<file path="src/rtl/muladd_pkg.sv">
// Shared types and elaboration-time helpers for the muladd_vec dot-product engine.
package muladd_pkg;

  typedef enum logic [1:0] {
    IDLE  = 2'd0,
    FETCH = 2'd1,
    DRAIN = 2'd2,
    DONE  = 2'd3
  } state_t;

  // Widest result the fit function can handle; covers INT_W and ACC_W.
  localparam int MAX_W = 128;

  function automatic int clog2(input int v);
    int r;
    r = 0;
    for (int i = 0; i < 31; i++) begin
      if ((1 << i) < v) r = i + 1;
    end
    return r;
  endfunction

  // Word address width; a one-beat vector still gets a 1-bit address.
  function automatic int addr_width(input int n, input int lanes);
    int w;
    w = clog2(n / lanes);
    return (w < 1) ? 1 : w;
  endfunction

  // Exact accumulator width: one full product plus growth for N terms.
  function automatic int int_width(input int data_w, input int n);
    return 2 * data_w + clog2(n);
  endfunction

  // v is the exact sum already sign/zero-extended to MAX_W. Without sat the
  // caller keeps the low acc_w bits (wrap); with sat it is clamped to the
  // acc_w-bit range of the same signedness first.
  function automatic logic [MAX_W-1:0] fit_result(input logic [MAX_W-1:0] v,
                                                  input int acc_w,
                                                  input bit is_signed,
                                                  input bit sat);
    logic [MAX_W-1:0] hi;
    logic [MAX_W-1:0] lo;
    if (is_signed) begin
      hi = (MAX_W'(1) << (acc_w - 1)) - MAX_W'(1);
      lo = ~hi;
    end else begin
      hi = (MAX_W'(1) << acc_w) - MAX_W'(1);
      lo = '0;
    end
    if (!sat) return v;
    if (is_signed) begin
      if ($signed(v) > $signed(hi)) return hi;
      if ($signed(v) < $signed(lo)) return lo;
    end else begin
      if (v > hi) return hi;
    end
    return v;
  endfunction

endpackage

</file>
<file path="src/rtl/muladd_vec_if.sv">
// ap_ctrl_hs handshake plus the two single-port memory read ports.
interface muladd_vec_if import muladd_pkg::*; #(
  parameter int DATA_W = 16,
  parameter int N      = 16,
  parameter int LANES  = 1,
  parameter int ACC_W  = 32
);
  localparam int AW = addr_width(N, LANES);

  logic                      ap_start;
  logic                      ap_done;
  logic                      ap_idle;
  logic                      ap_ready;
  logic [AW-1:0]             a_address0;
  logic                      a_ce0;
  logic [LANES*DATA_W-1:0]   a_q0;
  logic [AW-1:0]             b_address0;
  logic                      b_ce0;
  logic [LANES*DATA_W-1:0]   b_q0;
  logic [ACC_W-1:0]          ap_return;

  // Kernel side.
  modport slave (
    input  ap_start, a_q0, b_q0,
    output ap_done, ap_idle, ap_ready, a_address0, a_ce0, b_address0, b_ce0, ap_return
  );

  // Caller / memory side.
  modport master (
    output ap_start, a_q0, b_q0,
    input  ap_done, ap_idle, ap_ready, a_address0, a_ce0, b_address0, b_ce0, ap_return
  );
endinterface

</file>
<file path="src/rtl/muladd_lane_sum.sv">
// Combinational LANES-wide multiply and sum of one memory beat.
module muladd_lane_sum import muladd_pkg::*; #(
  parameter int DATA_W = 16,
  parameter int LANES  = 1,
  parameter int INT_W  = 36,
  parameter int SIGNED = 1
) (
  input  logic [LANES*DATA_W-1:0] a,
  input  logic [LANES*DATA_W-1:0] b,
  output logic signed [INT_W-1:0] sum
);
  // One extra bit per operand lets a single signed multiplier serve both
  // signed and unsigned modes.
  logic signed [DATA_W:0]     ax   [LANES];
  logic signed [DATA_W:0]     bx   [LANES];
  logic signed [2*DATA_W+1:0] prod [LANES];

  // Extend each lane, multiply, and add all lane products together.
  always_comb begin
    sum = '0;
    for (int j = 0; j < LANES; j++) begin
      ax[j]   = {(SIGNED != 0) & a[j*DATA_W + DATA_W - 1], a[j*DATA_W +: DATA_W]};
      bx[j]   = {(SIGNED != 0) & b[j*DATA_W + DATA_W - 1], b[j*DATA_W +: DATA_W]};
      prod[j] = ax[j] * bx[j];
      sum     = sum + INT_W'(prod[j]);
    end
  end
endmodule

</file>
<file path="src/rtl/muladd_vec.sv">
// Dot-product engine: streams a/b from 1-cycle-latency memories, accumulates
// LANES products per beat, and returns the fitted sum under ap_ctrl_hs.
module muladd_vec import muladd_pkg::*; #(
  parameter int DATA_W = 16,
  parameter int N      = 16,
  parameter int LANES  = 1,
  parameter int ACC_W  = 32,
  parameter int SIGNED = 1,
  parameter int SAT    = 0
) (
  input logic          ap_clk,
  input logic          ap_rst,
  muladd_vec_if.slave  bus
);
  localparam int BEATS = N / LANES;
  localparam int AW    = addr_width(N, LANES);
  localparam int INT_W = int_width(DATA_W, N);

  state_t                  state;
  state_t                  state_nxt;
  logic [AW-1:0]           k;
  logic                    vld_p1;
  logic signed [INT_W-1:0] lane_sum;
  logic signed [INT_W-1:0] acc_p1;
  logic signed [INT_W-1:0] acc_sum;
  logic [MAX_W-1:0]        acc_ext;
  logic [ACC_W-1:0]        ret_p2;

  muladd_lane_sum #(
    .DATA_W (DATA_W),
    .LANES  (LANES),
    .INT_W  (INT_W),
    .SIGNED (SIGNED)
  ) u_lane_sum (
    .a   (bus.a_q0),
    .b   (bus.b_q0),
    .sum (lane_sum)
  );

  // Read data arriving this cycle is folded into the running sum.
  assign acc_sum = vld_p1 ? acc_p1 + lane_sum : acc_p1;

  // Widen the exact sum according to operand signedness before fitting.
  always_comb begin
    if (SIGNED != 0) acc_ext = MAX_W'(acc_sum);
    else             acc_ext = MAX_W'($unsigned(acc_sum));
  end

  // State register.
  always_ff @(posedge ap_clk) begin
    if (ap_rst) state <= IDLE;
    else        state <= state_nxt;
  end

  // Next state; ap_start only matters in IDLE and DONE.
  always_comb begin
    state_nxt = state;
    case (state)
      IDLE:    if (bus.ap_start) state_nxt = FETCH;
      FETCH:   if (k == AW'(BEATS - 1)) state_nxt = DRAIN;
      DRAIN:   state_nxt = DONE;
      DONE:    state_nxt = bus.ap_start ? FETCH : IDLE;
      default: state_nxt = IDLE;
    endcase
  end

  // p0 -> p1: read issued in FETCH, data and valid land one cycle later.
  // p1 -> p2: final sum fitted into ap_return on the way into DONE.
  always_ff @(posedge ap_clk) begin
    if (ap_rst) begin
      k      <= '0;
      vld_p1 <= 1'b0;
      acc_p1 <= '0;
      ret_p2 <= '0;
    end else begin
      vld_p1 <= (state == FETCH);
      if (state_nxt == FETCH && state != FETCH) begin
        k      <= '0;
        acc_p1 <= '0;
      end else begin
        if (state == FETCH && state_nxt == FETCH) k <= k + AW'(1);
        acc_p1 <= acc_sum;
      end
      if (state == DRAIN) ret_p2 <= ACC_W'(fit_result(acc_ext, ACC_W, SIGNED != 0, SAT != 0));
    end
  end

  // Handshake and memory-port outputs decoded from the state.
  always_comb begin
    bus.ap_idle    = (state == IDLE);
    bus.ap_done    = (state == DONE);
    bus.ap_ready   = (state == DONE);
    bus.a_ce0      = (state == FETCH);
    bus.b_ce0      = (state == FETCH);
    bus.a_address0 = (state == FETCH) ? k : '0;
    bus.b_address0 = (state == FETCH) ? k : '0;
    bus.ap_return  = ret_p2;
  end
endmodule

</file>
<file path="src/flat_wrapper.sv">
// flat-port wrapper written by rule: the top's interface ports become plain ports
module muladd_vec_flat import muladd_pkg::*;
#(
  parameter int DATA_W = 16,
  parameter int N      = 16,
  parameter int LANES  = 1,
  parameter int ACC_W  = 32,
  parameter int SIGNED = 1,
  parameter int SAT    = 0
)
  (ap_clk, ap_rst, bus_ap_start, bus_a_q0, bus_b_q0, bus_ap_done, bus_ap_idle, bus_ap_ready, bus_a_address0, bus_a_ce0, bus_b_address0, bus_b_ce0, bus_ap_return);
  muladd_vec_if #(.DATA_W(DATA_W), .N(N), .LANES(LANES), .ACC_W(ACC_W)) bus_i ();
  input logic ap_clk;
  input logic ap_rst;
  input wire logic [$bits(bus_i.ap_start)-1:0] bus_ap_start;
  input wire logic [$bits(bus_i.a_q0)-1:0] bus_a_q0;
  input wire logic [$bits(bus_i.b_q0)-1:0] bus_b_q0;
  output wire logic [$bits(bus_i.ap_done)-1:0] bus_ap_done;
  output wire logic [$bits(bus_i.ap_idle)-1:0] bus_ap_idle;
  output wire logic [$bits(bus_i.ap_ready)-1:0] bus_ap_ready;
  output wire logic [$bits(bus_i.a_address0)-1:0] bus_a_address0;
  output wire logic [$bits(bus_i.a_ce0)-1:0] bus_a_ce0;
  output wire logic [$bits(bus_i.b_address0)-1:0] bus_b_address0;
  output wire logic [$bits(bus_i.b_ce0)-1:0] bus_b_ce0;
  output wire logic [$bits(bus_i.ap_return)-1:0] bus_ap_return;
  assign bus_i.ap_start = bus_ap_start;
  assign bus_i.a_q0 = bus_a_q0;
  assign bus_i.b_q0 = bus_b_q0;
  assign bus_ap_done = bus_i.ap_done;
  assign bus_ap_idle = bus_i.ap_idle;
  assign bus_ap_ready = bus_i.ap_ready;
  assign bus_a_address0 = bus_i.a_address0;
  assign bus_a_ce0 = bus_i.a_ce0;
  assign bus_b_address0 = bus_i.b_address0;
  assign bus_b_ce0 = bus_i.b_ce0;
  assign bus_ap_return = bus_i.ap_return;
  muladd_vec #(.DATA_W(DATA_W), .N(N), .LANES(LANES), .ACC_W(ACC_W), .SIGNED(SIGNED), .SAT(SAT)) u_core (.ap_clk(ap_clk), .ap_rst(ap_rst), .bus(bus_i));
endmodule
</file>
<file path="config.mk">
export PLATFORM = sky130hd
export DESIGN_NAME = muladd_vec_flat
export DESIGN_NICKNAME = d
export VERILOG_FILES = /design/src/rtl/muladd_pkg.sv /design/src/rtl/muladd_vec_if.sv /design/src/rtl/muladd_lane_sum.sv /design/src/rtl/muladd_vec.sv /design/src/flat_wrapper.sv
export SDC_FILE = /design/constraint.sdc
export NUM_CORES = 1
export LEC_CHECK = 0
export BUFFER_PORTS_ARGS = -buffer_cell sky130_fd_sc_hd__buf_2
export CAP_MARGIN = 30
export CORE_UTILIZATION = 45
export DETAILED_ROUTE_END_ITERATION = 12
export HOLD_SLACK_MARGIN = 0.12
export PLACE_DENSITY_LB_ADDON = 0.15
export SLEW_MARGIN = 20
export SYNTH_ARGS = -nofsm -noshare
export SYNTH_HDL_FRONTEND = slang
export SYNTH_SLANG_ARGS = --single-unit
</file>
<file path="constraint.sdc">
create_clock -name ap_clk -period 10.58 [get_ports ap_clk]
set_clock_uncertainty 0.05 [all_clocks]
set_input_delay 3.174 -clock ap_clk [delete_from_list [all_inputs] [get_ports ap_clk]]
set_output_delay 3.174 -clock ap_clk [all_outputs]
set_load 0.03 [all_outputs]
</file>
==> results of run 1 <==
[kinds of logic (layout without fill, tap and decap cells)]
group | Yosys count | in the layout | synth area share, %
compound gates | 140 | 140 | 7.72
buf+inv | 401 | 438 | 11.3
simple gates | 420 | 420 | 14.9
fa+ha+maj | 391 | 391 | 51.8
xor+xnor | 39 | 39 | 2.50
mux | 18 | 18 | 1.34
flops | 71 | 71 | 10.4
[tightest hold or removal path: stages, from the launching register on]
cell and delay [ns]:
dfxtp_1 0.32, nand2_1 0.06, a21oi_1 0.05
[state kept, by name (all words and copies together) (netlist names)]
register              count
u_core.acc_p1            32
u_core.bus.ap_return     32
u_core.k                  4
u_core.state              2
u_core.vld_p1             1
[per-layer routing]
metal / vias up / GRT usage (%) / part of all wire, %
met5: - / 0 / 0
met4: 0 / 3.59 / 1.4
met3: 24 / 2.24 / 2.1
met2: 101 / 39.2 / 54
met1: 4941 / 27.0 / 42
li1: 4531 / - / -
[metrics by stage]
step | setup WS [ns] | cells | area [sq um] | util [%] | hold WS [ns]
finish | 1.25 | 1907 | 14600 | 49.1 | 0.420
global placement | 1.07 | 1891 | 14300 | 48.1 | 0.412
detailed placement | 0.942 | 1891 | 14300 | 48.1 | 0.414
global route | 0.878 | 1907 | 14600 | 49.1 | 0.443
CTS | 1.26 | 1907 | 14600 | 49.1 | 0.424
floorplan | 1.43 | 1480 | 13700 | - | 0.393
[layout make-up]
class | instances | area [sq um]
Clock buffer | 9 | 225
Clock inverter | 7 | 72.6
Fill cell | 2930 | 15200
Inverter | 340 | 1280
Multi-Input combinational cell | 1008 | 10700
Sequential cell | 71 | 1420
Tap cell | 390 | 488
Timing Repair Buffer | 82 | 418
[worst max-delay path by stage]
stage | cells after the start | endpoint | slack, ns | startpoint
2_1_floorplan | 22 | u_core.bus.ap_return[27]$_SDFFE_PP0P_ | 1.43 | bus_b_q0[1]
3_3_place_gp | 22 | u_core.bus.ap_return[29]$_SDFFE_PP0P_ | 1.07 | bus_a_q0[15]
3_5_place_dp | 22 | u_core.bus.ap_return[29]$_SDFFE_PP0P_ | 0.94 | bus_a_q0[15]
4_1_cts | 22 | u_core.bus.ap_return[29]$_SDFFE_PP0P_ | 1.26 | bus_a_q0[15]
5_1_grt | 22 | u_core.bus.ap_return[29]$_SDFFE_PP0P_ | 0.88 | bus_a_q0[15]
6_report | 22 | u_core.bus.ap_return[29]$_SDFFE_PP0P_ | 1.25 | bus_a_q0[15]
[cells in the final DEF, fill, tap and decap left out, types with 3 or more instances in the layout]
cell and instances:
fa_1 292, xor2_1 15, o21a_1 4, dfxtp_1 70, o21ai_2 3, buf_4 3
buf_2 79, inv_1 340, nand3_1 6, nand2_1 150, clkbuf_16 9, nor2_1 88
and3_1 3, and2_1 127, o21ai_0 21, nor3_1 15, a21o_1 10, mux2i_1 16
and4_1 3, xnor2_1 24, a31oi_1 3, a211oi_1 30, nand2b_1 11, o211ai_1 5
nor2b_1 3, a21oi_1 26, ha_1 99
==> metrics.yaml, run 1 <==
run_status:
  status: "finished clean"
synth:
  synthCells: 1480
  synth_edf_count: 0
  yosysTopAreaCellShare_pct: 42.8
  synth_top_cell_by_area: "fa_1"
  synth_common_cells: "inv_1 (340), fa_1 (292), nand2_1 (150), and2_1 (127), ha_1 (99)"
  synth_cell_type_count: 71
  ys_warn_count: 0
  synth_most_common_cell: "inv_1"
  avgSynthCellArea_sq_um: 9.24
  syn_area_sq_mm: 0.0137
  async_flop_share_pct: 0
  ys.flop_type: "dfxtp_1"
  synthTopCellsByArea: "fa_1 (43%), dfxtp_1 (10%), inv_1 (9.3%)"
  synth_nets: 1906
  ys_ff_latch: 71
  seq_area_frac_synth_pct: 10.4
place:
  gp_congestion: 0.844
  port_buffers: 79
  dp_hpwl_mm: 26.1
critical_path:
  path_class: "primary input to register"
  required_ns: 10.75
  timing.rr.end: "u_core.bus.ap_return[27]$_SDFFE_PP0P_"
  slowest_stage: "fa_1"
  r2r-start: "u_core.acc_p1[20]$_SDFF_PP0_"
  path_buf_inv: 6
  crit_path_start_kind: "primary input"
  slowest_delay_ns: 0.77
  worstPathArrival_ns: 9.50
  critPathMaxFanout: 16
  cp-end-kind: "register"
  cpMostUsedCell: "fa_1"
  r2r_cells: 15
  crit_chain: "buf_2 -> nand2_1 -> inv_1 -> fa_1 -> inv_1 -> fa_1 -> inv_1 -> fa_1 -> fa_1 -> fa_1 -> inv_1 -> fa_1 -> inv_1 -> ha_1 -> and4_1 -> and4_1 -> o221ai_2 -> a21oi_2 -> nand2b_2 -> a41oi_2 -> xor2_1 -> a2111oi_1"
  reg2reg_slack_ns: 5.41
  cp_top_family: "adder cells"
global_route:
  grt_start_max_net_pins: 56
  grt_pass1_vias: 9982
  grt_pass1_wl_mm: 51.3
  grt_overflow_total: 0
  antenna_found_initial: 0
  grt_usage_pct: 21.2
floorplanning:
  die_x_um: 176
  rows: 63
  ioPinCount: 80
  start_util_pct: 45.9
  coreArea_sq_mm: 0.0298
  die_h_um: 176
  die-area_sq_mm: 0.0311
cts:
  clkSinkCount: 71
  cts_buffer_depth: 2
  cts.repair.resized: 0
  cts_hold_buffers: 0
  postCtsSetupBuffers: 0
  cts_made_buffers: 9
  cts_tree: "built"
  cts.reportedPaths.clkPinSlew_ns: 0.06
  htreeDepth: 3
  clkLatencyLatePin_ns: 0.34
  ctsRootBufferMaster: "clkbuf_16"
timing:
  rsz0062_at_grt: "false"
  relSlewSlack_pct: 45.1
  fin_crit_sh_pct: 88.2
  period_minus_slack_ns: 9.33
  maxSlewViolCount: 0
  worst_pin_slew_ns: 0.821
  clock.fmax_mhz: 107
  timing.setup.tns_ns: 0
  finalSetupViolCount: 0
  finalHoldViolCount: 0
layout:
  diodes: 0
  syn_to_final_growth_pct: 6.93
  drive_gt1_share_pct: 8.37
  nNetsFinal: 1938
min_path:
  whs_endpoint: "u_core.bus.ap_return[17]$_SDFFE_PP0P_"
  hold_path.class: "register to register"
  min_path_cells: 2
  hold_start: "u_core.bus.ap_return[17]$_SDFFE_PP0P_"
detailed_routing:
  ant_nets: 0
  vias_per_cell: 5.03
  wire_per_inst_um: 16.3
  wl_mm: 31.1
  drc: 0
  vias: 9597
  drt-initial-drc-count: 360
  firstDrtPassIters: 5
job:
  maxCapViolCount: 0
Power of run 1 is left out: the tool's default activity adds up to more than one toggle a clock period on the data nets, which glitch-free logic cannot reach.
==> run 2, diff against run 1 <==
--- a/config.mk
+++ b/config.mk
@@ -5,10 +5,10 @@
 export SDC_FILE = /design/constraint.sdc
 export NUM_CORES = 1
 export LEC_CHECK = 0
-export BUFFER_PORTS_ARGS = -buffer_cell sky130_fd_sc_hd__buf_2
 export CAP_MARGIN = 30
 export CORE_UTILIZATION = 45
 export DETAILED_ROUTE_END_ITERATION = 12
+export DONT_BUFFER_PORTS = 1
 export HOLD_SLACK_MARGIN = 0.12
 export PLACE_DENSITY_LB_ADDON = 0.15
 export SLEW_MARGIN = 20
==> run 2 against run 1 <==
  * Register-to-register slack is essentially flat
  * Maximum frequency grew 2.4%
  * Die area is the same
  * Hold slack gained 0.034 ns
  * Largest cell class unchanged
==> metrics.yaml, run 2 (synthesized netlist as in run 1, its figures left out) <==
place:
  gp_congestion: 0.821  # -2.7%
  placed_cells: 1812  # -4.2%
  dp_hpwl_mm: 26.3  # +0.43%
  port_buffers: 0  # -100%
layout:
  nNetsFinal: 1859  # -4.1%
  stdcell_count: 1828  # -4.1%
  diodes: 0  # unchanged
  final_cell_mix: "inv_1 (340), fa_1 (292), nand2_1 (150)"
  final_common_cell: "inv_1"
  syn_to_final_growth_pct: 4.21
  drive_gt1_share_pct: 3.34  # -5.0 points
critical_path:
  reg2reg_slack_ns: 5.42  # about the same
  path_class: "primary input to register"
  worstPathArrival_ns: 9.28  # -0.22 ns
  required_ns: 10.75  # about the same
  cp-end-kind: "register"
  r2r-start: "u_core.acc_p1[15]$_SDFF_PP0_"
  r2r_cells: 17  # +2
  critPathMaxFanout: 16  # unchanged
  crit_path_start_kind: "primary input"
  timing.rr.end: "u_core.bus.ap_return[24]$_SDFFE_PP0P_"
  worstSetupStartpoint: "bus_b_q0[1]"
timing:
  worst_pin_slew_ns: 0.821  # -0.000591 ns
  clock.fmax_mhz: 110  # +2.4%
  timing.setup.tns_ns: 0  # unchanged
  finalSetupViolCount: 0  # unchanged
  holdWs_ns: 0.454  # +0.0339 ns
  finalHoldViolCount: 0  # unchanged
  fin_crit_sh_pct: 86.1  # -2.1 points
  relSlewSlack_pct: 45.1  # about the same
  maxSlewViolCount: 0  # unchanged
  rsz0062_at_grt: "false"
  period_minus_slack_ns: 9.11  # -0.222 ns
cts:
  postCtsSetupBuffers: 0  # unchanged
  cts_buffer_depth: 2  # unchanged
  cts_made_buffers: 9  # unchanged
  cts.repair.resized: 0  # unchanged
  clkSinkCount: 71  # unchanged
  clkLatencyLatePin_ns: 0.33  # about the same
  cts_hold_buffers: 0  # unchanged
  ctsRootBufferMaster: "clkbuf_16"
  htreeDepth: 3  # unchanged
  cts_tree: "built"
  cts.reportedPaths.clkPinSlew_ns: 0.06  # about the same
global_route:
  grt_pass1_wl_mm: 51.2  # -0.23%
  grt_start_max_net_pins: 56  # unchanged
  grt_overflow_total: 0  # unchanged
  grt_pass1_vias: 9792  # -1.9%
  grt_usage_pct: 21.1  # -0.10 points
  antenna_found_initial: 0  # unchanged
detailed_routing:
  ant_nets: 0  # unchanged
  drc: 0  # unchanged
  firstDrtPassIters: 5  # unchanged
  wl_mm: 30.7  # -1.1%
  wire_per_inst_um: 16.8  # +3.2%
  vias: 9309  # -3.0%
  vias_per_cell: 5.09  # +1.2%
  drt-initial-drc-count: 376  # +4.4%
min_path:
  whs_endpoint: "u_core.acc_p1[29]$_SDFF_PP0_"
  min_path_cells: 2  # unchanged
  hold_start: "u_core.acc_p1[29]$_SDFF_PP0_"
  hold_path.class: "register to register"
floorplanning:
  coreArea_sq_mm: 0.0298  # unchanged
  die_h_um: 176  # unchanged
  start_util_pct: 45.9  # unchanged
  die_x_um: 176  # unchanged
  die-area_sq_mm: 0.0311  # unchanged
  ioPinCount: 80  # unchanged
  rows: 63  # unchanged
run_status:
  status: "finished clean"
job:
  maxCapViolCount: 0  # unchanged
-- run 2: cell count changes in the layout (fill, tap and decap cells not counted), sizes merged --
cell	change
clkinvlp	-2
clkinv	+1
buf	-79
bufinv	+1
-- run 2: area by class of cell --
cell class              count  area (sq um)
well taps                 390           488
inverters                 340          1280
multi-input cells        1008         10700
repair buffers              3          22.5
clock buffers               9           225
flip-flops and latches     71          1420
clock inverters             7          96.3
fillers                  2935         15600
-- run 2: worst max-delay path, stage by stage --
cell and delay, ns:
nand2_1 0.13, inv_1 0.09, fa_1 0.77, inv_1 0.11, fa_1 0.54, inv_1 0.29, fa_1 0.50, fa_1 0.51
fa_1 0.49, inv_1 0.05, fa_1 0.47, inv_1 0.04, ha_1 0.42, and4_1 0.29, and4_1 0.22, o221ai_2 0.09
a21oi_2 0.18, nand2b_2 0.20, a41oi_2 0.14, xor2_1 0.19, a2111oi_1 0.38
-- run 2: layer usage --
layer,vias up,GRT usage [%],share of wire [%]
met5,-,0,0
met1,4802,26.9,41
met2,119,39.8,56
met3,17,1.72,2.2
met4,0,2.57,0.70
li1,4371,-,-
-- run 2: through the flow --
step                setup slack (ns)  util (%)  cell area (sq um)
detailed placement              1.16      46.7              13900
floorplan                       1.43         -              13700
global route                    1.14      47.8              14200
global placement                1.30      46.7              13900
CTS                             1.46      47.8              14200
finish                          1.47      47.8              14200
-- run 2: worst max-delay path by stage --
stage / end / slack (ns) / depth (start not counted)
5_1_grt: u_core.bus.ap_return[29]$_SDFFE_PP0P_ / 1.14 / 21
3_5_place_dp: u_core.bus.ap_return[29]$_SDFFE_PP0P_ / 1.16 / 21
4_1_cts: u_core.bus.ap_return[29]$_SDFFE_PP0P_ / 1.46 / 21
3_3_place_gp: u_core.bus.ap_return[29]$_SDFFE_PP0P_ / 1.30 / 21
6_report: u_core.bus.ap_return[29]$_SDFFE_PP0P_ / 1.47 / 21
2_1_floorplan: u_core.bus.ap_return[27]$_SDFFE_PP0P_ / 1.43 / 22
Power of run 2 is left out for the same reason.
